--- config.mk ---
export PLATFORM = sky130hd
export DESIGN_NAME = cav_wave_cap
export DESIGN_NICKNAME = d
export VERILOG_FILES = /design/src/rtl/cav_wave_cap.sv
export SDC_FILE = /design/constraint.sdc
export NUM_CORES = 2
export LEC_CHECK = 0
export CORE_ASPECT_RATIO = 2
export CORE_MARGIN = 2
export CORE_UTILIZATION = 50
export DETAILED_ROUTE_END_ITERATION = 16
export PLACE_DENSITY = 0.69
export SLEW_MARGIN = 15
export SYNTH_ARGS = -nofsm -noshare
export SYNTH_HDL_FRONTEND = slang
export SYNTH_SLANG_ARGS = --single-unit
--- constraint.sdc ---
create_clock -name clk -period 6.1 [get_ports clk]
set_input_delay 1.22 -clock clk [delete_from_list [all_inputs] [get_ports clk]]
set_output_delay 1.22 -clock clk [all_outputs]
set_load 0.05 [all_outputs]
--- src/rtl/cav_wave_cap.sv ---
// Waveform capture for the cavity model: boxcar-decimates field/forward/reflect I/Q,
// scales and saturates each sum, and stores records in a RAM with a registered read port.
module cav_wave_cap #(
  parameter int aw = 4,
  parameter int dw = 18
) (
  input  logic                 clk,
  input  logic                 rst_n,
  input  logic                 iq,
  input  logic signed [dw-1:0] field,
  input  logic signed [dw-1:0] forward,
  input  logic signed [dw-1:0] reflect,
  input  logic                 arm,
  input  logic                 trig,
  input  logic [7:0]           wave_decim,
  input  logic [2:0]           wave_shift,
  input  logic [aw+2:0]        rd_addr,
  output logic signed [dw-1:0] rd_data,
  output logic                 armed,
  output logic                 running,
  output logic                 done,
  output logic [aw:0]          rec_count
);
  localparam int AccW = dw + 8;
  localparam int Nrec = 1 << aw;

  typedef enum logic [2:0] {IDLE, ARMED, WAIT_I, RUN, DONE} state_t;
  state_t state, state_nxt;

  logic [7:0]             decim_q;
  logic [7:0]             pair_cnt;
  logic [2:0]             shift_q;
  logic signed [AccW-1:0] acc_i [3];
  logic signed [AccW-1:0] acc_q [3];
  logic signed [dw-1:0]   smp [3];
  logic signed [AccW-1:0] sum [3];
  logic                   proc, last, wr_en;
  logic [aw:0]            wr_addr;
  logic [3*dw-1:0]        wr_data;
  logic [3*dw-1:0]        mem [2**(aw+1)];
  logic [3*dw-1:0]        rd_word;

  function automatic logic signed [dw-1:0] scale_sat(input logic signed [AccW-1:0] acc,
                                                     input logic [2:0] sh);
    logic signed [AccW-1:0] s;
    s = acc >>> sh;
    if (s[AccW-1:dw-1] == {(AccW-dw+1){s[AccW-1]}})
      return signed'(s[dw-1:0]);
    else if (s[AccW-1])
      return signed'({1'b1, {(dw-1){1'b0}}});
    else
      return signed'({1'b0, {(dw-1){1'b1}}});
  endfunction

  // The first I sample after trig is taken in WAIT_I on the cycle that enters RUN.
  always_comb begin
    smp[0] = field;
    smp[1] = forward;
    smp[2] = reflect;
    for (int k = 0; k < 3; k++)
      sum[k] = (iq ? acc_i[k] : acc_q[k]) + AccW'(smp[k]);
    proc    = !arm && ((state == RUN) || (state == WAIT_I && iq));
    last    = (pair_cnt == decim_q);
    wr_en   = proc && last;
    wr_addr = {rec_count[aw-1:0], ~iq};
    wr_data = {scale_sat(sum[2], shift_q), scale_sat(sum[1], shift_q),
               scale_sat(sum[0], shift_q)};
  end

  always_comb begin
    state_nxt = state;
    if (arm)
      state_nxt = ARMED;
    else begin
      case (state)
        ARMED:   if (trig) state_nxt = WAIT_I;
        WAIT_I:  if (iq) state_nxt = RUN;
        RUN:     if (wr_en && !iq && rec_count == (aw+1)'(Nrec-1)) state_nxt = DONE;
        default: state_nxt = state;
      endcase
    end
  end

  assign armed   = (state == ARMED);
  assign running = (state == WAIT_I) || (state == RUN);
  assign done    = (state == DONE);

  always_ff @(posedge clk or negedge rst_n) begin
    if (!rst_n) begin
      state     <= IDLE;
      rec_count <= '0;
      pair_cnt  <= '0;
      for (int k = 0; k < 3; k++) begin
        acc_i[k] <= '0;
        acc_q[k] <= '0;
      end
    end else begin
      state <= state_nxt;
      if (arm) begin
        rec_count <= '0;
        pair_cnt  <= '0;
        for (int k = 0; k < 3; k++) begin
          acc_i[k] <= '0;
          acc_q[k] <= '0;
        end
      end else if (proc) begin
        if (iq) begin
          for (int k = 0; k < 3; k++)
            acc_i[k] <= last ? '0 : sum[k];
        end else begin
          for (int k = 0; k < 3; k++)
            acc_q[k] <= last ? '0 : sum[k];
          pair_cnt <= last ? 8'd0 : pair_cnt + 8'd1;
          if (last)
            rec_count <= rec_count + (aw+1)'(1);
        end
      end
    end
  end

  // Capture settings are frozen at trig for the whole record set.
  always_ff @(posedge clk) begin
    if (state == ARMED && trig && !arm) begin
      decim_q <= wave_decim;
      shift_q <= wave_shift;
    end
  end

  always_ff @(posedge clk) begin
    if (wr_en)
      mem[wr_addr] <= wr_data;
  end

  assign rd_word = mem[{rd_addr[aw+2:3], rd_addr[0]}];

  always_ff @(posedge clk or negedge rst_n) begin
    if (!rst_n)
      rd_data <= '0;
    else begin
      case (rd_addr[2:1])
        2'd0:    rd_data <= signed'(rd_word[dw-1:0]);
        2'd1:    rd_data <= signed'(rd_word[2*dw-1:dw]);
        2'd2:    rd_data <= signed'(rd_word[3*dw-1:2*dw]);
        default: rd_data <= '0;
      endcase
    end
  end
endmodule

==> results.yml <==
final_layout:
  final_nets: 5297
  drive_gt1_share_pct: 30.3
  final_util_pct: 59.1
  final-seq-area_um2: 57000
  fin_cells: 7380
  syn_to_final_growth_pct: 17.5
  nFillCells: 12000
  multiInputGateArea_um2: 24800
timing:
  skew_ns: 0.0531
  rsz0062_at_grt: "no"
  post-route-min-period_ns: 5.66
  finalSetupViolCount: 0
  hold_viol_final: 0
  fin_crit_sh_pct: 92.8
  max_freq_ghz: 0.177
  whs_ns: 0.370
  worst_slew_pin_slew_ns: 1.21
  drv_slew: 0
  max_slew_margin_pct: 19.2
synth:
  syn_area_per_cell_um2: 17.9
  yosys.area.top_type: "edfxtp_1"
  ys_types: 107
  ys_warn_count: 0
  synth_cells: 4584
  synth_edf_count: 1739
  syn_area_um2: 82200
  synth_seq_cells: 1929
  ys_seq_area_share_pct: 69.3
  syn_nets: 4742
  synth_top_area_share_pct: 63.5
  synth.most_common_cell: "edfxtp_1"
  synth_ff_type: "edfxtp_1"
  yosys-top-cells-count: "edfxtp_1 (1739), mux4_2 (559), nand2_1 (381)"
  synth_area_leaders: "edfxtp_1 (64%), mux4_2 (15%), dfrtp_1 (5.8%), nand2_1 (1.7%), o21ai_0 (1.6%)"
  synthArstFlopShare_pct: 9.85
floorplanning:
  start_util_pct: 50.3
  core-area_um2: 163000
  die_h_um: 578
  die-area_um2: 168000
  die_w_um: 291
  rows: 210
  io_pins: 103
placed_design:
  port_buffers: 102
  place_congestion: 0.944
  place_inst: 7090
  hpwl_mm: 151
pwr:
  swShare_pct: 32.8
  irDropWorstVdd_v: 0.000296
  power_switching_mw: 14.9
  pwr_density_cell_nw_per_um2: 471
  pwr-share-seq_pct: 43.1
  p_leak_nw: 32.7
  power_frac_comb_pct: 33.9
  pwr-share-clk_pct: 23.1
  p_int_mw: 30.6
cts:
  cts_sinks: 1929
  cts_hold_buf: 0
  path_clk_slew_ns: 0.07
  cts_root_buf: "clkbuf_16"
  ctsResizeCount: 0
  cts_setup_buffers: 0
  numCtsBuffers: 167
  cts_max_path_buffers: 4
  insertion_delay_ns: 0.81
  cts_tree: "yes"
  h-tree-depth: 4
drt:
  wl_per_cell_um: 31.7
  dr_total_vias: 47200
  first_pass_iters: 5
  route.detailed.drc: 0
  drtIter0Drc: 5217
  drt-vias-per-instance: 6.39
  wl_mm: 234
  ant_nets: 0
setup_path:
  path_cells: "buf_4 -> buf_12 -> mux2_2 -> ha_1 -> o2111ai_1 -> a31oi_1 -> o211ai_1 -> a221oi_4 -> a21oi_1 -> a2111oi_0 -> buf_4 -> a211oi_2 -> o41a_1 -> buf_12 -> a21oi_4"
  cpMaxStageDelayCell: "a21oi_4"
  reg2reg_slack_ns: 1.11
  crit_path_max_fanout: 32
  timing.rr.end: "mem[28][16]"
  crit_path_start_kind: "primary input"
  r2r_cells: 17
  worstPathArrival_ns: 6.11
  slowest_delay_ns: 0.60
  worstPathRequired_ns: 6.56
  critPathCaptureType: "flop"
  worstReg2RegStart: "acc_q[52]"
  crit_type: "in2reg"
grt:
  grt_usage_pct: 28.0
  grt_overflow: 0
  grt_pass1_vias: 48200
  antenna_found_initial: 3
  grt_pass1_wl_mm: 337
  grt_max_degree: 157
status:
  status: "finished, final reports clean"
min_path:
  hp-class: "in2async"
run:
  drv_cap: 0
## layout by cell type (no fill, tap or decap), types with 15 or more instances in the layout
cell type	synthesis	final
edfxtp_1	1739	1739
mux4_2	559	559
buf_4	2	437
nand2_1	381	381
o21ai_0	257	253
dfrtp_1	190	190
clkbuf_16	0	169
a21oi_1	158	133
nor2_1	157	124
buf_12	0	124
mux2i_1	96	96
clkdlybuf4s50_1	0	94
mux2_2	85	85
ha_1	78	78
inv_1	46	43
xnor2_1	40	40
xor2_1	33	33
nor2_4	0	33
clkbuf_1	173	32
clkinv_2	0	32
nand4_1	31	31
a211oi_1	29	29
o22ai_1	27	27
nand3_1	24	24
a21oi_4	0	24
nand2b_1	23	23
nor3_1	23	23
o21a_1	22	21
a21o_1	19	19
o211ai_1	18	18
bufinv_16	0	16
clkinv_1	1	15
## through the flow
step           power [mW]  setup TNS (ns)  cell area, um^2  setup WS, ns
2_1_floorplan        27.8           -3.60            82800       -0.0146
3_3_place_gp         34.7          -66.35            91300        -0.329
3_5_place_dp         35.1          -78.96            91400        -0.308
4_1_cts              45.5               0            96600         0.535
5_1_grt              47.2               0            96600         0.208
6_report             45.5               0            96600         0.442
## power groups by stage
stage	Sequential, mW	Combinational [mW]	Clock, mW
after floorplan	19.9	7.94	0
after global placement	19.9	14.8	0
after detailed placement	19.9	15.3	0
after CTS	19.6	15.3	10.6
after global routing	19.7	16.5	11.0
final	19.6	15.4	10.5
## state kept, by name (all words and copies together), names as in the netlist
signal     cells
acc_i         78
acc_q         78
decim_q        8
mem         1728
pair_cnt       8
rd_data       18
rec_count      5
shift_q        3
state          3
## worst max path at each step
stage	start	end	slack (ns)	cells after the start
2_1_floorplan	iq	mem[0][37]	-0.01	17
3_3_place_gp	iq	mem[26][36]	-0.33	18
6_report	iq	mem[19][27]	0.44	15
3_5_place_dp	iq	mem[26][52]	-0.31	19
4_1_cts	iq	mem[26][52]	0.54	19
5_1_grt	iq	mem[16][27]	0.21	15
## layer usage
metal,vias to the layer above,global-route usage [%],wire (um),part of all wire [%]
met3,544,3.61,16700,7.1
met4,0,13.0,12400,5.3
met5,-,0,0,0
met2,2254,51.3,126000,54
met1,24700,32.5,78800,34
li1,19700,-,-,-
## layout make-up
class / count / share of cell area (%)
Tap cell: 2120 / 2.75
Sequential cell: 1929 / 59.0
Clock inverter: 86 / 0.914
Clock buffer: 202 / 4.52
Multi-Input combinational cell: 2332 / 25.6
Timing Repair Buffer: 661 / 7.02
Antenna cell: 2 / 0.00518
Inverter: 48 / 0.193
## cell families (layout without fill, tap and decap cells)
kind of cell | Yosys count | after routing | share of synthesized area, %
compound gates | 708 | 708 | 5.48
xor+xnor | 74 | 74 | 0.811
fa+ha+maj | 81 | 81 | 1.26
buf+inv | 323 | 997 | 1.58
flops | 1929 | 1929 | 69.3
mux | 742 | 742 | 17.7
other cells | 0 | 2 | 0
simple gates | 727 | 727 | 3.90
## worst max-delay path: cells and delay by family
family	cells	cell delay [ns]
mux	1	0.36
fa+ha+maj	1	0.35
compound gates	9	3.22
buf+inv	4	0.88
No activity file was read; power rests on OpenSTA's default activity.
